File: src/rtl/alu_pipe_if.sv
// Operand/result handshake bundle for alu_pipe: operand beat in, result beat plus status flags out.
interface alu_pipe_if #(
  parameter int WIDTH = 16
);
  logic             in_valid;
  logic             in_ready;
  logic [WIDTH-1:0] A;
  logic [WIDTH-1:0] B;
  logic [3:0]       opcode;
  logic             out_valid;
  logic             out_ready;
  logic [WIDTH-1:0] result;
  logic             flag_z;
  logic             flag_n;
  logic             flag_c;
  logic             flag_v;
  logic             err;

  modport master (
    output in_valid, A, B, opcode, out_ready,
    input  in_ready, out_valid, result, flag_z, flag_n, flag_c, flag_v, err
  );

  modport slave (
    input  in_valid, A, B, opcode, out_ready,
    output in_ready, out_valid, result, flag_z, flag_n, flag_c, flag_v, err
  );
endinterface

File: src/rtl/alu_pipe.sv
// Registered ALU with valid/ready handshakes: single-cycle ALU ops, shifts/rotates, compares,
// and an iterative shift-add multiplier (MUL/MULH) sequenced by an IDLE/MUL/DONE FSM.
module alu_pipe #(
  parameter int WIDTH = 16
) (
  input logic        clk,
  input logic        rst_n,
  alu_pipe_if.slave  bus
);
  localparam int SHW = $clog2(WIDTH);
  localparam int CW  = SHW + 1;

  typedef enum logic [1:0] {
    S_IDLE = 2'd0,
    S_MUL  = 2'd1,
    S_DONE = 2'd2
  } state_t;

  state_t             state_r, state_s;
  logic               out_valid_r;
  logic [WIDTH-1:0]   result_r;
  logic               z_r, n_r, c_r, v_r, err_r;
  logic [WIDTH-1:0]   mul_a_r, mul_b_r;
  logic               mul_high_r;
  logic [2*WIDTH-1:0] prod_r;
  logic [CW-1:0]      cnt_r;

  logic               in_ready_s, accept_s, is_mul_s;
  logic [WIDTH-1:0]   alu_res_s, ld_res_s, mul_res_s;
  logic               alu_c_s, alu_v_s, alu_err_s, ld_c_s, ld_v_s, ld_err_s, mul_c_s;
  logic [SHW-1:0]     sh_s;
  logic [WIDTH:0]     sum_s, diff_s, mul_sum_s;
  logic [2*WIDTH-1:0] shl_s, shr_s, rol_s, ror_s;
  logic signed [2*WIDTH-1:0] sra_s;

  assign in_ready_s = (state_r == S_IDLE) && (!out_valid_r || bus.out_ready);
  assign accept_s   = bus.in_valid && in_ready_s;
  assign is_mul_s   = (bus.opcode[3:1] == 3'b110);

  // Single-cycle datapath; shifts use a double-width window so the last bit out lands at a fixed position.
  always_comb begin
    sh_s      = bus.B[SHW-1:0];
    sum_s     = {1'b0, bus.A} + {1'b0, bus.B};
    diff_s    = {1'b0, bus.A} - {1'b0, bus.B};
    shl_s     = {{WIDTH{1'b0}}, bus.A} << sh_s;
    shr_s     = {bus.A, {WIDTH{1'b0}}} >> sh_s;
    sra_s     = $signed({bus.A, {WIDTH{1'b0}}}) >>> sh_s;
    rol_s     = {bus.A, bus.A} << sh_s;
    ror_s     = {bus.A, bus.A} >> sh_s;
    alu_res_s = {WIDTH{1'b0}};
    alu_c_s   = 1'b0;
    alu_v_s   = 1'b0;
    alu_err_s = 1'b0;
    case (bus.opcode)
      4'b0000: begin
        alu_res_s = sum_s[WIDTH-1:0];
        alu_c_s   = sum_s[WIDTH];
        alu_v_s   = (bus.A[WIDTH-1] == bus.B[WIDTH-1]) && (sum_s[WIDTH-1] != bus.A[WIDTH-1]);
      end
      4'b0001: begin
        alu_res_s = diff_s[WIDTH-1:0];
        alu_c_s   = diff_s[WIDTH];
        alu_v_s   = (bus.A[WIDTH-1] != bus.B[WIDTH-1]) && (diff_s[WIDTH-1] != bus.A[WIDTH-1]);
      end
      4'b0010: alu_res_s = bus.A & bus.B;
      4'b0011: alu_res_s = bus.A | bus.B;
      4'b0100: alu_res_s = bus.A ^ bus.B;
      4'b0101: begin
        alu_res_s = shl_s[WIDTH-1:0];
        alu_c_s   = shl_s[WIDTH];
      end
      4'b0110: begin
        alu_res_s = shr_s[2*WIDTH-1:WIDTH];
        alu_c_s   = shr_s[WIDTH-1];
      end
      4'b0111: begin
        alu_res_s = sra_s[2*WIDTH-1:WIDTH];
        alu_c_s   = sra_s[WIDTH-1];
      end
      4'b1000: alu_res_s = rol_s[2*WIDTH-1:WIDTH];
      4'b1001: alu_res_s = ror_s[WIDTH-1:0];
      4'b1010: alu_res_s = {{(WIDTH-1){1'b0}}, ($signed(bus.A) < $signed(bus.B))};
      4'b1011: alu_res_s = {{(WIDTH-1){1'b0}}, (bus.A < bus.B)};
      4'b1100, 4'b1101: alu_res_s = {WIDTH{1'b0}};
      default: alu_err_s = 1'b1;
    endcase
  end

  // Multiplier step and final selection; prod_r low half doubles as the shift-out of partial sums.
  always_comb begin
    mul_sum_s = {1'b0, prod_r[2*WIDTH-1:WIDTH]} + {1'b0, (mul_b_r[0] ? mul_a_r : {WIDTH{1'b0}})};
    mul_res_s = mul_high_r ? prod_r[2*WIDTH-1:WIDTH] : prod_r[WIDTH-1:0];
    mul_c_s   = !mul_high_r && (prod_r[2*WIDTH-1:WIDTH] != {WIDTH{1'b0}});
    if (state_r == S_DONE) begin
      ld_res_s = mul_res_s;
      ld_c_s   = mul_c_s;
      ld_v_s   = 1'b0;
      ld_err_s = 1'b0;
    end else begin
      ld_res_s = alu_res_s;
      ld_c_s   = alu_c_s;
      ld_v_s   = alu_v_s;
      ld_err_s = alu_err_s;
    end
  end

  // FSM next-state logic.
  always_comb begin
    state_s = state_r;
    case (state_r)
      S_IDLE: begin
        if (accept_s && is_mul_s) state_s = S_MUL;
        else                      state_s = S_IDLE;
      end
      S_MUL: begin
        if (cnt_r == {{(CW-1){1'b0}}, 1'b1}) state_s = S_DONE;
        else                                 state_s = S_MUL;
      end
      S_DONE:  state_s = S_IDLE;
      default: state_s = S_IDLE;
    endcase
  end

  // FSM state register.
  always_ff @(posedge clk or negedge rst_n) begin
    if (!rst_n) state_r <= S_IDLE;
    else        state_r <= state_s;
  end

  // Multiplier operand latch, product accumulator and step counter.
  always_ff @(posedge clk or negedge rst_n) begin
    if (!rst_n) begin
      mul_a_r    <= {WIDTH{1'b0}};
      mul_b_r    <= {WIDTH{1'b0}};
      mul_high_r <= 1'b0;
      prod_r     <= {(2*WIDTH){1'b0}};
      cnt_r      <= {CW{1'b0}};
    end else if (accept_s && is_mul_s) begin
      mul_a_r    <= bus.A;
      mul_b_r    <= bus.B;
      mul_high_r <= bus.opcode[0];
      prod_r     <= {(2*WIDTH){1'b0}};
      cnt_r      <= CW'(WIDTH);
    end else if (state_r == S_MUL) begin
      prod_r  <= {mul_sum_s, prod_r[WIDTH-1:1]};
      mul_b_r <= {1'b0, mul_b_r[WIDTH-1:1]};
      cnt_r   <= cnt_r - {{(CW-1){1'b0}}, 1'b1};
    end else begin
      cnt_r <= cnt_r;
    end
  end

  // Result/flag register: loads on a single-cycle accept or multiplier completion, otherwise holds.
  always_ff @(posedge clk or negedge rst_n) begin
    if (!rst_n) begin
      out_valid_r <= 1'b0;
      result_r    <= {WIDTH{1'b0}};
      z_r         <= 1'b0;
      n_r         <= 1'b0;
      c_r         <= 1'b0;
      v_r         <= 1'b0;
      err_r       <= 1'b0;
    end else if ((state_r == S_DONE) || (accept_s && !is_mul_s)) begin
      out_valid_r <= 1'b1;
      result_r    <= ld_res_s;
      z_r         <= (ld_res_s == {WIDTH{1'b0}});
      n_r         <= ld_res_s[WIDTH-1];
      c_r         <= ld_c_s;
      v_r         <= ld_v_s;
      err_r       <= ld_err_s;
    end else if (out_valid_r && bus.out_ready) begin
      out_valid_r <= 1'b0;
    end else begin
      out_valid_r <= out_valid_r;
    end
  end

  assign bus.in_ready  = in_ready_s;
  assign bus.out_valid = out_valid_r;
  assign bus.result    = result_r;
  assign bus.flag_z    = z_r;
  assign bus.flag_n    = n_r;
  assign bus.flag_c    = c_r;
  assign bus.flag_v    = v_r;
  assign bus.err       = err_r;
endmodule

File: src/flat_wrapper.sv
// flat-port wrapper written by rule: the top's interface ports become plain ports
module alu_pipe_flat 
#(
  parameter int WIDTH = 16
)
  (clk, rst_n, bus_in_valid, bus_A, bus_B, bus_opcode, bus_out_ready, bus_in_ready, bus_out_valid, bus_result, bus_flag_z, bus_flag_n, bus_flag_c, bus_flag_v, bus_err);
  alu_pipe_if #(.WIDTH(WIDTH)) bus_i ();
  input logic clk;
  input logic rst_n;
  input wire logic [$bits(bus_i.in_valid)-1:0] bus_in_valid;
  input wire logic [$bits(bus_i.A)-1:0] bus_A;
  input wire logic [$bits(bus_i.B)-1:0] bus_B;
  input wire logic [$bits(bus_i.opcode)-1:0] bus_opcode;
  input wire logic [$bits(bus_i.out_ready)-1:0] bus_out_ready;
  output wire logic [$bits(bus_i.in_ready)-1:0] bus_in_ready;
  output wire logic [$bits(bus_i.out_valid)-1:0] bus_out_valid;
  output wire logic [$bits(bus_i.result)-1:0] bus_result;
  output wire logic [$bits(bus_i.flag_z)-1:0] bus_flag_z;
  output wire logic [$bits(bus_i.flag_n)-1:0] bus_flag_n;
  output wire logic [$bits(bus_i.flag_c)-1:0] bus_flag_c;
  output wire logic [$bits(bus_i.flag_v)-1:0] bus_flag_v;
  output wire logic [$bits(bus_i.err)-1:0] bus_err;
  assign bus_i.in_valid = bus_in_valid;
  assign bus_i.A = bus_A;
  assign bus_i.B = bus_B;
  assign bus_i.opcode = bus_opcode;
  assign bus_i.out_ready = bus_out_ready;
  assign bus_in_ready = bus_i.in_ready;
  assign bus_out_valid = bus_i.out_valid;
  assign bus_result = bus_i.result;
  assign bus_flag_z = bus_i.flag_z;
  assign bus_flag_n = bus_i.flag_n;
  assign bus_flag_c = bus_i.flag_c;
  assign bus_flag_v = bus_i.flag_v;
  assign bus_err = bus_i.err;
  alu_pipe #(.WIDTH(WIDTH)) u_core (.clk(clk), .rst_n(rst_n), .bus(bus_i));
endmodule
File: config.mk
export PLATFORM = sky130hd
export DESIGN_NAME = alu_pipe_flat
export DESIGN_NICKNAME = d
export VERILOG_FILES = /design/src/rtl/alu_pipe_if.sv /design/src/rtl/alu_pipe.sv /design/src/flat_wrapper.sv
export SDC_FILE = /design/constraint.sdc
export NUM_CORES = 1
export LEC_CHECK = 0
export ABC_AREA = 1
export CAP_MARGIN = 20
export CORE_MARGIN = 3
export CORE_UTILIZATION = 38
export CTS_CLUSTER_DIAMETER = 80
export CTS_CLUSTER_SIZE = 12
export DETAILED_ROUTE_END_ITERATION = 6
export PLACE_DENSITY = 0.66
export SYNTH_ARGS = -nofsm -noshare
export SYNTH_HDL_FRONTEND = slang
export SYNTH_SLANG_ARGS = --single-unit
export TNS_END_PERCENT = 50
File: constraint.sdc
create_clock -name clk -period 2.5 [get_ports clk]
set_clock_uncertainty 0.1 [all_clocks]
set_input_delay 0.25 -clock clk [delete_from_list [all_inputs] [get_ports clk]]
set_output_delay 0.25 -clock clk [all_outputs]
set_load 0.02 [all_outputs]
==> impl_metrics.env <==
export IMPL_outcome="complete, but fails checks"
export IMPL_violations="setup timing"
export IMPL_ys_seq_area_frac=0.240
export IMPL_yosysWarnings=0
export IMPL_numCtsBuffers=9
export IMPL_gp_congestion=1.01
export IMPL_areaGrowthSynthToFinish_pct=44.8
export IMPL_comb_power_share=0.550
export IMPL_synthCells=1609
export IMPL_powerDensity_nw_per_um2=619
export IMPL_startpoint="bus_B[9]"
export IMPL_drc_errors=0
export IMPL_arrival_ns=2.76
export IMPL_grt_pass1_wl_um=65100
export IMPL_synth_nets=1723
export IMPL_cts_root_buf="clkbuf_16"
export IMPL_synthArstFlopShare=1.00
export IMPL_ir_worst_vdd_uv=499
export IMPL_ys_types=43
export IMPL_leakage_nw=7.45
export IMPL_ant_nets=0
export IMPL_synth_edf_count=0
export IMPL_r2r_end="u_core.prod_r[29]$_DFFE_PN0P_"
export IMPL_yosysMostFrequentCell="nand2_1"
export IMPL_reg2reg_slack_ns=-0.03
export IMPL_power_frac_seq=0.291
export IMPL_fp_row_count=57
export IMPL_hp_class="input pin to asynchronous set/reset pin"
export IMPL_worst_pin_slew_ns=0.719
export IMPL_fillers=2475
export IMPL_track_usage=0.313
export IMPL_clock_path_buffers=2
export IMPL_drt_pass1_iterations=7
export IMPL_die_y_um=166
export IMPL_grt_pass1_vias=11700
export IMPL_tritoncts="built"
export IMPL_maxCapViolations=0
export IMPL_setup_worst_path_end="u_core.bus.flag_z$_DFFE_PN0P_"
export IMPL_portBuffers=62
export IMPL_synth_common_cells="nand2_1, nand3_1, inv_1"
export IMPL_finalHoldViolations=0
export IMPL_final_area_sq_um=14000
export IMPL_drive_above_1_share=0.270
export IMPL_clockPowerShare=0.160
export IMPL_core_area_sq_um=24700
export IMPL_synth_area_leader_cell="dfrtp_1"
export IMPL_clkTransAtPathRegs_ns=0.07
export IMPL_antenna_found_initial=0
export IMPL_setup_slack_ns=-0.0726
export IMPL_pre_cts_slack_ns=-0.655
export IMPL_r2r_cells=16
export IMPL_netlist_area_sq_um=9680
export IMPL_drt_iter0_drc=1360
export IMPL_ys_top_cells_by_area="dfrtp_1, nand2_1, nand3_1"
export IMPL_endpoint_kind="register"
export IMPL_syn_area_per_cell_sq_um=6.01
export IMPL_slew_viol_final=0
export IMPL_htreeDepth=3
export IMPL_synthFlopType="dfrtp_1"
export IMPL_switchingPower_w=0.00379
export IMPL_max_slew_margin=0.520
export IMPL_die_w_um=166
export IMPL_hpwlAfterDp_um=35000
export IMPL_fin_crit_ns=2.57
export IMPL_ys_ff_latch=93
export IMPL_pin_count=63
export IMPL_final_nets=2071
export IMPL_worstSkewPairLatency_ns=0.35
export IMPL_critPathLaunchType="input pin"
export IMPL_antenna_cells=0
export IMPL_worstSetupPathType="input pin to register"
export IMPL_setup_viol=4
export IMPL_finalCritPeriodShare=1.03
export IMPL_switching_share=0.437
export IMPL_fmax_ghz=0.389
export IMPL_grt_max_degree=53
export IMPL_rr_startpoint="u_core.mul_b_r[0]$_DFFE_PN0P_"
export IMPL_fp_dieArea_sq_um=27400
export IMPL_synth_top_area_share=0.240
export IMPL_placed_cell_area_sq_um=12900
export IMPL_p_int_w=0.00489
export IMPL_cp_required_ns=2.69
export IMPL_critPathMaxFanout=2
export IMPL_vias=12300
export IMPL_via_per_inst=5.40
export IMPL_whs_ns=0.228
export IMPL_wl_um=43100
export IMPL_wl_per_cell_um=18.9
export IMPL_grt_ovfl_total=0
export IMPL_start_util=0.392
export IMPL_rsz0062_at_grt="yes"
export IMPL_cts_sinks=93
critical path: stages:
cell	delay [ns]
clkdlybuf4s50_1	0.54
inv_2	0.08
buf_4	0.14
ha_1	0.24
a21oi_2	0.17
buf_4	0.12
nor2_1	0.03
nor2_1	0.18
nand4_1	0.20
nand3_2	0.15
nand3_1	0.08
nand2_1	0.08
nand2_1	0.06
nor2_1	0.14
nand2_1	0.08
nor2_1	0.08
nand3_1	0.06
nand2_1	0.07
routing by layer:
metal  share of wire  track usage  vias up
li1                -            -     5943
met5               0            0        -
met2            0.46        0.515      514
met3           0.065       0.0367       86
met4           0.046        0.136        0
met1            0.43        0.413     5792
state kept, by name, summed over array words and instances (netlist names), 2 cells and up:
name and count:
u_core.bus.result 15, u_core.cnt_r 5, u_core.mul_a_r 16, u_core.mul_b_r 16, u_core.prod_r 32, u_core.state_r 2
cell usage in the layout (no fill, tap or decap), drive strengths merged, types with 6 or more instances in the layout:
master / n
buf: 344
ha: 71
a21oi: 76
dlymetal6s2s: 10
dfrtp: 93
a22oi: 6
clkbuf: 9
nor2: 143
inv: 190
a31oi: 18
nand2: 547
dlygate4sd2: 14
clkdlybuf4s50: 37
o221ai: 8
nor3: 14
nand3: 199
nand4: 15
o21ai: 94
o211ai: 10
o22ai: 24
timing repair:
| action | in CTS | in global routing |
|---|---|---|
| hold buffers | 1 | 0 |
| resized for setup | 92 | 113 |
| buffers inserted | 2 | 18 |
| hold endpoints to repair | 19 | 0 |
| setup endpoints to repair | 17 | 14 |
| gates cloned | 0 | 1 |
| pin swaps | 14 | 37 |
power groups by stage:
stage / Clock (W) / Sequential [W] / Combinational (W)
finish: 0.00139 / 0.00252 / 0.00477
global route: 0.00146 / 0.00258 / 0.00521
CTS: 0.00140 / 0.00252 / 0.00450
detailed placement: 0 / 0.00253 / 0.00438
global placement: 0 / 0.00251 / 0.00432
floorplan: 0 / 0.00260 / 0.00231
final cells by class:
cell class | instances | area, sq um | share of cell area
clock buffer | 9 | 225 | 0.0161
clock inverter | 6 | 68.8 | 0.00491
inverter | 192 | 733 | 0.0523
multi-input combinational | 1255 | 6900 | 0.492
sequential | 93 | 2330 | 0.166
tap | 324 | 405 | 0.0289
timing repair buffer | 406 | 3360 | 0.239
stage by stage:
step                       TNS, ns  power (W)   util  instances
final                       -0.105    0.00868  0.568       2285
after detailed placement     -7.78    0.00690  0.522       2248
after floorplan                  0    0.00490      -       1609
after global placement       -7.81    0.00683  0.522       2248
after CTS                 -0.00103    0.00841  0.548       2266
after global routing         -1.12    0.00926  0.568       2285
cells by family (layout without fill, tap and decap cells):
group / count (synthesis) / after routing / synth area share
adder cells (fa/ha/maj): 74 / 74 / 0.0980
flip-flops: 93 / 93 / 0.240
AO/OA/AOI/OAI: 246 / 246 / 0.143
buffers and inverters: 261 / 613 / 0.111
XOR/XNOR: 7 / 7 / 0.00633
AND/OR/NAND/NOR: 928 / 928 / 0.401
worst min path at each step:
| stage | slack [ns] | endpoint | startpoint | cells past startpoint |
|---|---|---|---|---|
| 4_1_cts | 0.24 | u_core.mul_a_r[8]$_DFFE_PN0P_ | rst_n | 2 |
| 6_report | 0.23 | u_core.mul_a_r[6]$_DFFE_PN0P_ | rst_n | 2 |
| 2_1_floorplan | -0.15 | u_core.bus.err$_DFFE_PN0P_ | rst_n | 0 |
| 5_1_grt | 0.27 | u_core.mul_a_r[8]$_DFFE_PN0P_ | rst_n | 2 |
| 3_3_place_gp | 0.06 | u_core.mul_a_r[6]$_DFFE_PN0P_ | rst_n | 1 |
| 3_5_place_dp | 0.06 | u_core.mul_a_r[8]$_DFFE_PN0P_ | rst_n | 1 |
(Power assumes the default switching activity.)
